$ cat src/rtl/reduxv_pkg.sv
// Shared ReduxV definitions: next-PC mode encodings and default PC width.
package reduxv_pkg;

  localparam int unsigned PC_W_DEFAULT = 8;
  localparam int unsigned PCSRC_W      = 3;

  localparam logic [PCSRC_W-1:0] BRZR   = 3'b000;
  localparam logic [PCSRC_W-1:0] CALL   = 3'b001;
  localparam logic [PCSRC_W-1:0] RET    = 3'b010;
  localparam logic [PCSRC_W-1:0] BRZI   = 3'b100;
  localparam logic [PCSRC_W-1:0] JI     = 3'b101;
  localparam logic [PCSRC_W-1:0] NO_JMP = 3'b110;

endpackage : reduxv_pkg

$ cat src/rtl/ras_stack.sv
// Return-address LIFO; push while full and pop while empty are silently ignored.
module ras_stack #(
  parameter int unsigned WIDTH = 8,
  parameter int unsigned DEPTH = 4,
  localparam int unsigned CW   = $clog2(DEPTH + 1)
) (
  input  logic             clk,
  input  logic             rst,
  input  logic             push,
  input  logic             pop,
  input  logic [WIDTH-1:0] din,
  output logic [WIDTH-1:0] top,
  output logic [CW-1:0]    count,
  output logic             full,
  output logic             empty
);

  localparam int unsigned IW = (DEPTH > 1) ? $clog2(DEPTH) : 1;

  logic [WIDTH-1:0] mem_q [DEPTH];
  logic [CW-1:0]    count_q, count_d;
  logic [IW-1:0]    wr_idx, rd_idx;
  logic             do_push, do_pop;

  assign full    = (count_q == CW'(DEPTH));
  assign empty   = (count_q == '0);
  assign do_push = push && !full;
  assign do_pop  = pop && !empty && !push;
  assign wr_idx  = IW'(count_q);
  assign rd_idx  = IW'(count_q - CW'(1));
  assign top     = empty ? '0 : mem_q[rd_idx];
  assign count   = count_q;

  always_comb begin
    count_d = count_q;
    if (do_push) begin
      count_d = count_q + CW'(1);
    end else if (do_pop) begin
      count_d = count_q - CW'(1);
    end
  end

  always_ff @(posedge clk) begin
    if (rst) begin
      count_q <= '0;
    end else begin
      count_q <= count_d;
    end
  end

  // Entry contents need no reset: only slots below count_q are ever read.
  always_ff @(posedge clk) begin
    if (do_push) begin
      mem_q[wr_idx] <= din;
    end
  end

endmodule : ras_stack

$ cat src/rtl/pc_unit.sv
// Registered program counter with branch/jump/call/return selection and a
// hardware return-address stack with sticky overflow/underflow flags.
module pc_unit
  import reduxv_pkg::*;
#(
  parameter int unsigned PC_W      = PC_W_DEFAULT,
  parameter int unsigned RAS_DEPTH = 4,
  parameter int unsigned RESET_PC  = 0,
  localparam int unsigned CW       = $clog2(RAS_DEPTH + 1)
) (
  input  logic               clk,
  input  logic               rst,
  input  logic               en,
  input  logic [PCSRC_W-1:0] pcsrc,
  input  logic               zero,
  input  logic [PC_W-1:0]    brzr_pc,
  input  logic [PC_W-1:0]    brzi_pc,
  input  logic [PC_W-1:0]    ji_pc,
  output logic [PC_W-1:0]    pc,
  output logic [CW-1:0]      ras_count,
  output logic               ras_ovf,
  output logic               ras_unf
);

  logic [PC_W-1:0] pc_q, pc_d, std_pc, ras_top;
  logic            ovf_q, ovf_d, unf_q, unf_d;
  logic            push, pop, ras_full, ras_empty;

  assign std_pc = pc_q + PC_W'(1);

  ras_stack #(
    .WIDTH (PC_W),
    .DEPTH (RAS_DEPTH)
  ) u_ras (
    .clk   (clk),
    .rst   (rst),
    .push  (push),
    .pop   (pop),
    .din   (std_pc),
    .top   (ras_top),
    .count (ras_count),
    .full  (ras_full),
    .empty (ras_empty)
  );

  // Mode decode; with en low nothing moves, including the stack.
  always_comb begin
    pc_d  = pc_q;
    ovf_d = ovf_q;
    unf_d = unf_q;
    push  = 1'b0;
    pop   = 1'b0;
    if (en) begin
      case (pcsrc)
        BRZR: pc_d = zero ? brzr_pc : std_pc;
        BRZI: pc_d = zero ? brzi_pc : std_pc;
        JI:   pc_d = ji_pc;
        CALL: begin
          pc_d = ji_pc;
          if (ras_full) begin
            ovf_d = 1'b1;
          end else begin
            push = 1'b1;
          end
        end
        RET: begin
          if (ras_empty) begin
            pc_d  = std_pc;
            unf_d = 1'b1;
          end else begin
            pc_d = ras_top;
            pop  = 1'b1;
          end
        end
        default: pc_d = std_pc;
      endcase
    end
  end

  always_ff @(posedge clk) begin
    if (rst) begin
      pc_q  <= PC_W'(RESET_PC);
      ovf_q <= 1'b0;
      unf_q <= 1'b0;
    end else begin
      pc_q  <= pc_d;
      ovf_q <= ovf_d;
      unf_q <= unf_d;
    end
  end

  assign pc      = pc_q;
  assign ras_ovf = ovf_q;
  assign ras_unf = unf_q;

endmodule : pc_unit

$ cat config.mk
export PLATFORM = sky130hd
export DESIGN_NAME = pc_unit
export DESIGN_NICKNAME = d
export VERILOG_FILES = /design/src/rtl/reduxv_pkg.sv /design/src/rtl/ras_stack.sv /design/src/rtl/pc_unit.sv
export SDC_FILE = /design/constraint.sdc
export NUM_CORES = 1
export LEC_CHECK = 0
export ABC_CLOCK_PERIOD_IN_PS = 2700
export BUFFER_PORTS_ARGS = -buffer_cell sky130_fd_sc_hd__clkbuf_2
export CORE_MARGIN = 3
export CORE_UTILIZATION = 55
export DETAILED_ROUTE_END_ITERATION = 6
export GPL_TIMING_DRIVEN = 0
export MAX_ROUTING_LAYER = met4
export PLACE_DENSITY_LB_ADDON = 0.15
export SYNTH_ARGS = -nofsm -noshare
export SYNTH_HDL_FRONTEND = slang
export SYNTH_SLANG_ARGS = --single-unit
$ cat constraint.sdc
create_clock -name clk -period 2.7 [get_ports clk]
set_clock_uncertainty 0.15 [all_clocks]
set_input_delay 0.27 -clock clk [delete_from_list [all_inputs] [get_ports clk]]
set_output_delay 0.27 -clock clk [all_outputs]
set_load 0.01 [all_outputs]
---- After elaboration in Yosys (flattened, before gate mapping) ----
Memories as Yosys holds them, arrays and structs flattened.
Cells that the tools add are included.
operators by class
  add/subtract/negate cells ............... 3
  reductions and logical operators ........ 12
  multiplexer cells ....................... 14
  equality and inequality tests ........... 5
operator list
  cell                                                                 number
  8-bit case mux with 4 select lines                                   1
  8-bit 2-to-1 mux                                                     3
  3-bit == test (second input constant)                                3
  8-bit by 1-bit adder with 8-bit output (second input constant)       1
  1-bit 2-to-1 mux                                                     8
  3-bit zero test                                                      2
  3-bit 2-to-1 mux                                                     2
  3-bit AND reduction                                                  2
  3-bit by 1-bit adder with 3-bit output (second input constant)       1
  3-bit by 1-bit == test with 1-bit output (second input constant)     1
  3-bit by 2-bit == test with 1-bit output (second input constant)     1
  1-bit logical AND                                                    3
  1-bit zero test                                                      3
  3-bit by 1-bit subtractor with 3-bit output (second input constant)  1
  2-bit nonzero test                                                   1
  2-bit OR reduction                                                   1
storage, ports and cells
  input bits .............................. 31
  memories kept ........................... 1
  word-level logic and storage cells ...... 39
  flip-flop bits (word level) ............. 13
  output and inout bits ................... 13
  memory bits (writable) .................. 32
memories
  memory       depth  width  rd ports  clocked after Yosys merged registers in  write ports  line             RTL
  u_ras.mem_q  4      8      1         0                                        1            ras_stack.sv:20  logic [WIDTH-1:0] mem_q [DEPTH];

---- Logic depth before layout (Yosys ltp) ----
Gate-level depths: netlist of the first run.
  depth after elaboration ................. 8
  gate-level depth with buffers ........... 8
  gate-level depth less buffers ........... 6

---- Hierarchy ----
A second synthesis of the first run with hierarchy kept.
second synthesis, totals
  cells, all modules ...................... 200
  area total of the unflattened synthesis .. 2443.6 sq um
by module, submodules not included
  module     times used  area each (sq um)  seq. area each (sq um)  cells each
  ras_stack  1           1482.7             1021.0                  82
  pc_unit    1           960.9              200.2                   118

---- Worst setup path after synthesis of the first run ----
No wires, ideal clock.
  path type ............................... register -> register
  start point ............................. register u_ras.count_q[0] (netlist: u_ras.count[0])
  end point ............................... memory u_ras.mem_q[0][0] (enable)
  data required time ...................... 2155 ps
  buffers on the path ..................... 1
  cell stages (with the launch flop) ...... 6
  period minus slack after synthesis ...... 2384 ps
  library setup time ...................... 395 ps
  setup slack ............................. 316 ps
  data arrival time ....................... 1840 ps
  cell sequence ........................... dfxtp_1 buf_2 inv_1 ha_1 nand2b_2 nor4_1
on the way
  longest elaborated chain between the ends .. 7
RTL lines
  what                                    line             RTL
  start: declaration                      ras_stack.sv:21  logic [CW-1:0] count_q, count_d;
  start signal: assignment                ras_stack.sv:47  count_q <= count_d;
  3-bit == test                           ras_stack.sv:25  assign full = (count_q == CW'(DEPTH));
  1-bit 2-to-1 mux                        pc_unit.sv:60    if (ras_full) begin
  1-bit 2-to-1 mux                        pc_unit.sv:54    case (pcsrc)
  1-bit 2-to-1 mux                        pc_unit.sv:53    if (en) begin
  1-bit logical AND                       ras_stack.sv:27  assign do_push = push && !full;
  1-bit 2-to-1 mux                        ras_stack.sv:53  if (do_push) begin
  1-bit 2-to-1 mux (implied by the code)  ras_stack.sv:54  mem_q[wr_idx] <= din;
  end: declaration                        ras_stack.sv:20
Parallel ways exist; a longest one is shown, timed or not.

---- Final worst setup path of the first run ----
  start point ............................. register u_ras.count_q[0] (netlist: u_ras.count[0])
  end point ............................... register pc_q[2] (netlist: pc[2])
on the way
  longest elaborated chain between the ends .. 4
RTL lines
  what                                         line             RTL
  3-bit by 1-bit subtractor with 3-bit output  ras_stack.sv:30  assign rd_idx = IW'(count_q - CW'(1));
  memory read 4 x 8 bit                        n/a
  8-bit 2-to-1 mux (*)                         pc_unit.sv:67    if (ras_empty) begin
  8-bit case mux with 4 select lines (*)       pc_unit.sv:54
  end signal: assignment                       pc_unit.sv:82    pc_q <= PC_W'(RESET_PC);
  end signal: assignment                       pc_unit.sv:86    pc_q <= pc_d;
  end: declaration                             pc_unit.sv:25    logic [PC_W-1:0] pc_q, pc_d, std_pc, ras_top;
Mark *: on every way between the ends. The rest lies on a longest branch, timed or not.
A chain may end at the register's enable or synchronous reset.

==> results of run 1 <==
## area by class of cell
| cell class | instances | share of cell area [%] |
|---|---|---|
| clock buffers | 7 | 2.89 |
| plain buffers | 8 | 1.75 |
| clock inverters | 1 | 0.331 |
| flip-flops and latches | 45 | 46.2 |
| inverters | 10 | 1.42 |
| repair buffers | 43 | 8.23 |
| multi-input cells | 119 | 36.9 |
| well taps | 48 | 2.27 |
## synth_stat cells (4+ instances only)
cell / number / share of area (%)
ha_1: 6 / 3.3
nor3_1: 4 / 0.88
edfxtp_1: 32 / 42
dfxtp_1: 13 / 11
mux4_2: 8 / 7.9
nand2b_1: 5 / 1.4
a21oi_1: 9 / 2.0
a311oi_1: 5 / 1.9
inv_1: 10 / 1.6
nor2_1: 12 / 2.0
and3_1: 6 / 1.6
mux2i_1: 10 / 4.4
nand3_1: 4 / 0.88
nand2_1: 6 / 0.99
## through the flow
step,instance area (µm²),worst slack [ns],TNS (ns)
floorplan,2280,0.316,0
finish,2640,0.133,0
global placement,2550,-0.368,-2.94
global route,2640,0.0291,0
detailed placement,2560,-0.0520,-0.0520
CTS,2640,0.131,0
## critical path, cell delays in order, from the launching register on
cell and delay, ns:
dfxtp_1 0.39, buf_2 0.32, inv_1 0.16, ha_1 0.58, mux4_2 0.39, a221oi_1 0.32, o32ai_1 0.14
## state kept, by name (all words and copies together), names as in the netlist
name / cells
ras_unf: 1
u_ras.mem_q: 32
ras_ovf: 1
u_ras.count: 3
pc: 8
## path summary, 6_finish.rpt
path	cells after the start	slack [ns]	end
min reg2reg	2	0.34	ras_ovf
max	6	0.13	pc[2]
max reg2reg	6	0.13	pc[2]
min	2	0.16	pc[2]
## cell families after synthesis
logic type	after synthesis	synth area share, %
compound gates	39	12.7
xor+xnor	5	1.92
fa+ha+maj	6	3.29
buf+inv	19	3.84
flops	45	53.6
mux	18	12.3
simple gates	51	12.3
## power by group
part	internal, mW	leakage [nW]	total [mW]	switching [mW]
Sequential	0.759	0.399	0.777	0.0189
Combinational	0.0764	0.600	0.169	0.0930
Clock	0.185	0.0424	0.396	0.211
Total	1.02	1.04	1.34	0.323
## routing by layer
layer  GRT usage (%)  vias up  share of wire [%]
met5               -        -                  0
li1                -      796                  -
met4            7.66        0               0.91
met1            28.6      795                 41
met2            35.3       75                 50
met3            6.62        5                8.5
==> results.txt, run 1 <==
The I/O pin count is 44. The via count is 1671. The number of DRC markers in iteration 0 is 158.

The final design utilization came out at 69.1%. The die is 70.4 µm tall. In this run the clock root is driven by a clkbuf_8.

The maximum number of buffers from clock root to sink came out at 2. The data required time of the critical path came out at 2.71 ns. The area growth from synthesis to layout is 16.0%. The total number of placement rows is 22. After the flow finishes, the layout carries non-filler instances totaling 281. The share of cells above drive strength 1 is 29.6%. The final reports fail on design-rule violations.

The min-delay analysis places its worst path in the category input port to flop. The warning count from the yosys run is 0. The minimum clock period after layout came out at 2.57 ns.

For this run, design rule violations remaining after detail routing come to 1. Leaving out fill and tap cells, the most frequent cell in the layout is clkbuf_2. After floorplanning, the core was sized to cover 3830 µm². The net count of the finished layout is 269. The CTS tree is done. Buffers inserted to repair hold after CTS numbered 0. Hold is met by 0.157 ns. The maximum frequency from static timing analysis is 390 MHz. The area taken by flip-flops and latches came out at 1220 µm². The number of nets handed over by synthesis was 220. Among all flip-flop cells after synthesis, the most frequent one is edfxtp_1. After synthesis the cells add up to 2280 µm².

The layout filler cell count is 291. The count of instances resized after the clock tree is built is 0. The count of antenna diodes in the layout is 0. The static leakage power is 1.04 nW. The number of storage elements in the synthesis netlist came out at 45. The global router's overall resource usage is 22.7%.

The CTS buffer count is 5. Setup repair after global routing left no endpoint under its margin. Power comes to 1.34 mW. Counting tap cells, the placed design contains a total of 274 instances. The number of different library cells in the post-synthesis netlist is 47. The final number of max-transition violations came out at 0. Global routing finished with a remaining overflow of 0. The headroom to the max-slew limit is 60.8%. Leaving out fill and tap cells, the most frequent cells in the layout are clkbuf_2 (43), edfxtp_1 (32), dfxtp_1 (13), nor2_1 (12).

The startpoint identified for the worst hold timing path is rst. The cell count after synthesis came out at 183. The maximum level of the CTS H-tree came out at 2. The start point of the critical path is u_ras.count[0]. The maximum fanout along the worst path came out at 10. The share of the yosys chip area belonging to registers came out at 53.6%. The pin count of the biggest net entering global routing came out at 15. The via count of the first global-routing pass came out at 1714.

The pin slew with the least headroom to its limit came out at 0.583 ns. The clock transition at the register clock pins on the worst setup and hold paths after CTS is 0.08 ns. The post-CTS setup repair buffer count came out at 0.

In the final layout, the multi-input gates occupy 976 µm². Setup violations remaining at the end of the flow were counted as 0. The first global-routing pass estimated 8.44 mm of wire. Once detailed placement completed, the half-perimeter wirelength came to 3.83 mm. The class of the most critical setup path is flop to flop. The die width is 70.4 µm.

The placer's final routability congestion estimate came out at 0.828. The mean area per synthesized cell came out at 12.5 µm². The max capacitance violation total is 0. The total iterations of the first detailed-routing run is 7. The die covers 4950 µm².

The starting density of the core is 59.5%. The kind of start point of the critical path is a flop. The number of antenna violations at the first check in global routing is 0. In the routed layout, each cell is associated on average with a via count of 5.95.

The arrival time of the worst setup path is 2.58 ns. The remaining antenna violation count is 0. The run finished, with violations left.

The proportion of synthesized flip-flops having asynchronous set or reset is 0%. The power density over the cells is 508 nW/µm². The number of clock sinks is 45.

The number of port buffers is 42. The final layout contains routed wiring with a total length of 5.05 mm. The number of hold violations in the final report came out at 0. The worst setup path is captured at a flop.

The share of the cycle needed by the critical path after routing is 95.1%. Dividing the detail-routed wire length by the instance count gives 18.0 µm. The worst register-to-register path begins at u_ras.count[0].

The later pin in the worst-skew pair is clocked with a latency of 0.29 ns. In this run, synthesis inferred 32 flip-flops with an integrated enable. The worst-case IR drop observed on VDD is 0.000372 V.
No activity file was read; power rests on OpenSTA's default activity.
==> inputs of run 2 (changes only) <==
--- a/config.mk
+++ b/config.mk
@@ -15,4 +15,5 @@
 export PLACE_DENSITY_LB_ADDON = 0.15
 export SYNTH_ARGS = -nofsm -noshare
 export SYNTH_HDL_FRONTEND = slang
+export SYNTH_HIERARCHICAL = 1
 export SYNTH_SLANG_ARGS = --single-unit
==> results.txt, run 2 <==
The flow ran to the end, and the final reports show no timing, DRC or antenna violations. Relative to the synthesized area, the layout overhead comes to 18.0%. The most frequent cell after synthesis is edfxtp_1. The final-layout setup total negative slack is 0 ns. The max capacitance violation total is 0. After detailed routing, the average wire length per cell comes to 17.4 µm. The final design area excluding fillers is 2880 µm². After Yosys synthesis, XOR and XNOR cells account for 1.79% of the synthesized area. The number of storage elements in the synthesis netlist came out at 45.

The total number of placement rows is 23. The pin slew with the least headroom to its limit is 0.525 ns. In this run the clock root is driven by a clkbuf_8.

The clock transition at the register clock pins on the worst setup and hold paths after CTS is 0.09 ns. Detailed placement ended at an HPWL of 3.87 mm. The maximum number of buffers from clock root to sink is 2. The number of nets produced by synthesis is 237. The adder-cell share of the synthesized area is 3.07%. Once placement finished, the instance area stood at 2720 µm².

The number of hold violations in the final report is 0. The count of antenna diodes in the layout is 0. The kind of start point of the critical path is a flop. The remaining antenna violation count came out at 0.

The via count normalized by instance count is 5.93. The proportion of synthesized flip-flops having asynchronous set or reset came out at 0%. The via count of the first global-routing pass is 1694.

Setup repair after global routing left no endpoint under its margin. The cell count after synthesis came out at 200. The count of flip-flops with a built-in enable after synthesis came out at 32. The number of different library cells in the post-synthesis netlist is 51. The core region is 4140 µm².

The die outline height is 72.7 µm. The minimum clock period after layout is 2.59 ns. The critical path's largest stage delay is 0.38 ns.

The starting density of the core is 59.0%. The detailed router finished its first iteration with 94 violations. The peak supply drop came out at 0.000343 V. In this design, the largest share of critical-path delay is due to buffers and inverters.

The number of antenna violations at the first check in global routing came out at 0. The placer's final routability congestion estimate is 0.811. The share of the yosys chip area belonging to registers is 50.0%. The element type at the critical path end is a flop. The synthesized design spends more area on one cell type than any other, namely edfxtp_1.

The final design utilization came out at 69.6%. The synthesized-area fraction occupied by ao, oa, aoi and oai cells is 13.3%. The critical path is of the flop to flop type.

Yosys attributes the largest share of cell area to edfxtp_1 (39%), dfxtp_1 (11%), mux4_2 (7.4%), and2_1 (3.8%), mux2i_1 (3.3%). At the worst endpoint, the required time is 2.72 ns. The commonest cells after synthesis are edfxtp_1 (32), nor2_1 (16), and2_1 (15), dfxtp_1 (13), inv_1 (9). The number of clock sinks is 45.

The CTS buffer count is 5. The setup-violating endpoint count in the final report came out at 0. The number of port buffers is 41. The I/O pin count is 44. The most frequent cell on the critical path is buf_4. The maximum fanout along the worst path is 10. The buffer and inverter count on the worst path is 6. In the layout the commonest cells are clkbuf_2 (41), edfxtp_1 (32), nor2_1 (16), and2_1 (12), dfxtp_1 (12). Global routing used 21.0% of the available tracks. By area, the combinational part of the netlist is dominated by simple AND/OR/NAND/NOR gates. The register with the most flip-flops in the layout has 32 of them. The register with the most flip-flops is u_ras/mem_q. Among all flip-flop cells after synthesis, the most frequent one is edfxtp_1.

The library cell used most frequently in the layout, excluding fill and tap cells, is clkbuf_2. The critical path goes through buf_12, clkinvlp_4, ha_4, nand2b_4, buf_4, inv_2, nor4b_4, buf_4, buf_4, nor3_4, a2111oi_4, a211oi_1. The die width is 72.7 µm. The area of the die came out at 5280 µm². Of the cells placed in the final design, the portion with a size suffix greater than 1 is 34.1%. TritonCTS built the clock tree. The class of the most critical hold timing path is input port to flop. The total design power is 1.36 mW.

The static leakage power came out at 1.06 nW. The final number of max-transition violations came out at 0. The arrival time of the worst setup path came out at 2.61 ns.

The detailed-route wire length came out at 5.27 mm. The insertion delay of the later-clocked pin in the worst-skew pair is 0.30 ns. The via count came out at 1792. The final routed DRC violation total came out at 0.

The multiplexer share of the synthesized area is 10.7%. The maximum level of the CTS H-tree came out at 2. The warning count from the yosys run is 6. The global-route wire length before repair is 8.09 mm. Global routing finished with a remaining overflow of 0. The simple-gate share of the synthesized area came out at 17.4%. Power spread over the standard cell area amounts to 472 nW/µm². The total iterations of the first detailed-routing run is 4.

The mean area per synthesized cell is 12.2 µm². Timing would allow up to 387 MHz. The top-area cell type share of the netlist area came out at 39.3%. The total standard cell area after synthesis is 2440 µm². The pin count of the biggest net entering global routing is 15. The net count of the finished layout is 288.

The share of the cycle needed by the critical path after routing came out at 95.8%. In this run the tightest slew margin relative to its limit is 65.0%. Among all stages on the critical path, the largest delay is contributed by dfxtp_4.
[run 2: through the flow]
step	hold WS (ns)	setup slack [ns]	instances
finish	0.0242	0.113	302
global route	0.0324	0.00357	302
CTS	0.0121	0.00242	300
detailed placement	0.319	-0.339	291
global placement	0.310	-0.362	291
floorplan	0.185	0.0210	200
[run 2: where the power goes]
group	total [mW]	internal, mW	leakage [nW]	switching [mW]
Sequential	0.773	0.755	0.400	0.0177
Clock	0.410	0.182	0.0374	0.228
Combinational	0.178	0.0834	0.622	0.0944
Total	1.36	1.02	1.06	0.340
[run 2: per-layer routing]
layer	GRT usage, %	up-vias	part of all wire (%)	wire length (µm)
met5	-	-	0	0
met4	5.33	0	1.1	57
met3	5.92	8	4.3	228
met2	33.1	41	51	2670
met1	27.0	875	44	2310
li1	-	868	-	-
[run 2: worst reg2reg max path: stages, from the launching register on]
cell and delay (ns):
dfxtp_4 0.38, buf_12 0.15, clkinvlp_4 0.12, ha_4 0.20, nand2b_4 0.07, buf_4 0.15
inv_2 0.08, nor4b_4 0.32, buf_4 0.16, buf_4 0.16, nor3_4 0.09, a2111oi_4 0.36
a211oi_1 0.08
[run 2: area by class of cell]
type	count	area (µm²)
well taps	50	62.6
plain buffers	11	78.8
clock inverters	2	15.0
clock buffers	6	72.6
multi-input cells	135	1160
fillers	312	1260
flip-flops and latches	45	1220
inverters	9	37.5
repair buffers	44	228
[run 2: kinds of logic after synthesis]
kind of cell | after synthesis
flops | 45
mux | 16
xor+xnor | 5
buf+inv | 20
simple gates | 67
compound gates | 41
fa+ha+maj | 6
[run 2: path summary, 6_finish.rpt]
kind	start	end	slack (ns)	cells past startpoint
max	u_ras/count[0]	pc[3]	0.11	12
min	rst	u_ras/count[0]	0.02	2
max reg2reg	u_ras/count[0]	pc[3]	0.11	12
min reg2reg	ras_unf	ras_unf	0.33	2
[run 2: timing repair]
| action | 4_1_cts | 5_1_grt |
|---|---|---|
| pin swaps | 1 | 2 |
| hold buffers | 0 | 0 |
| resized for setup | 6 | 10 |
| setup buffers | 1 | 2 |
| endpoints found under the setup margin | 31 | 26 |
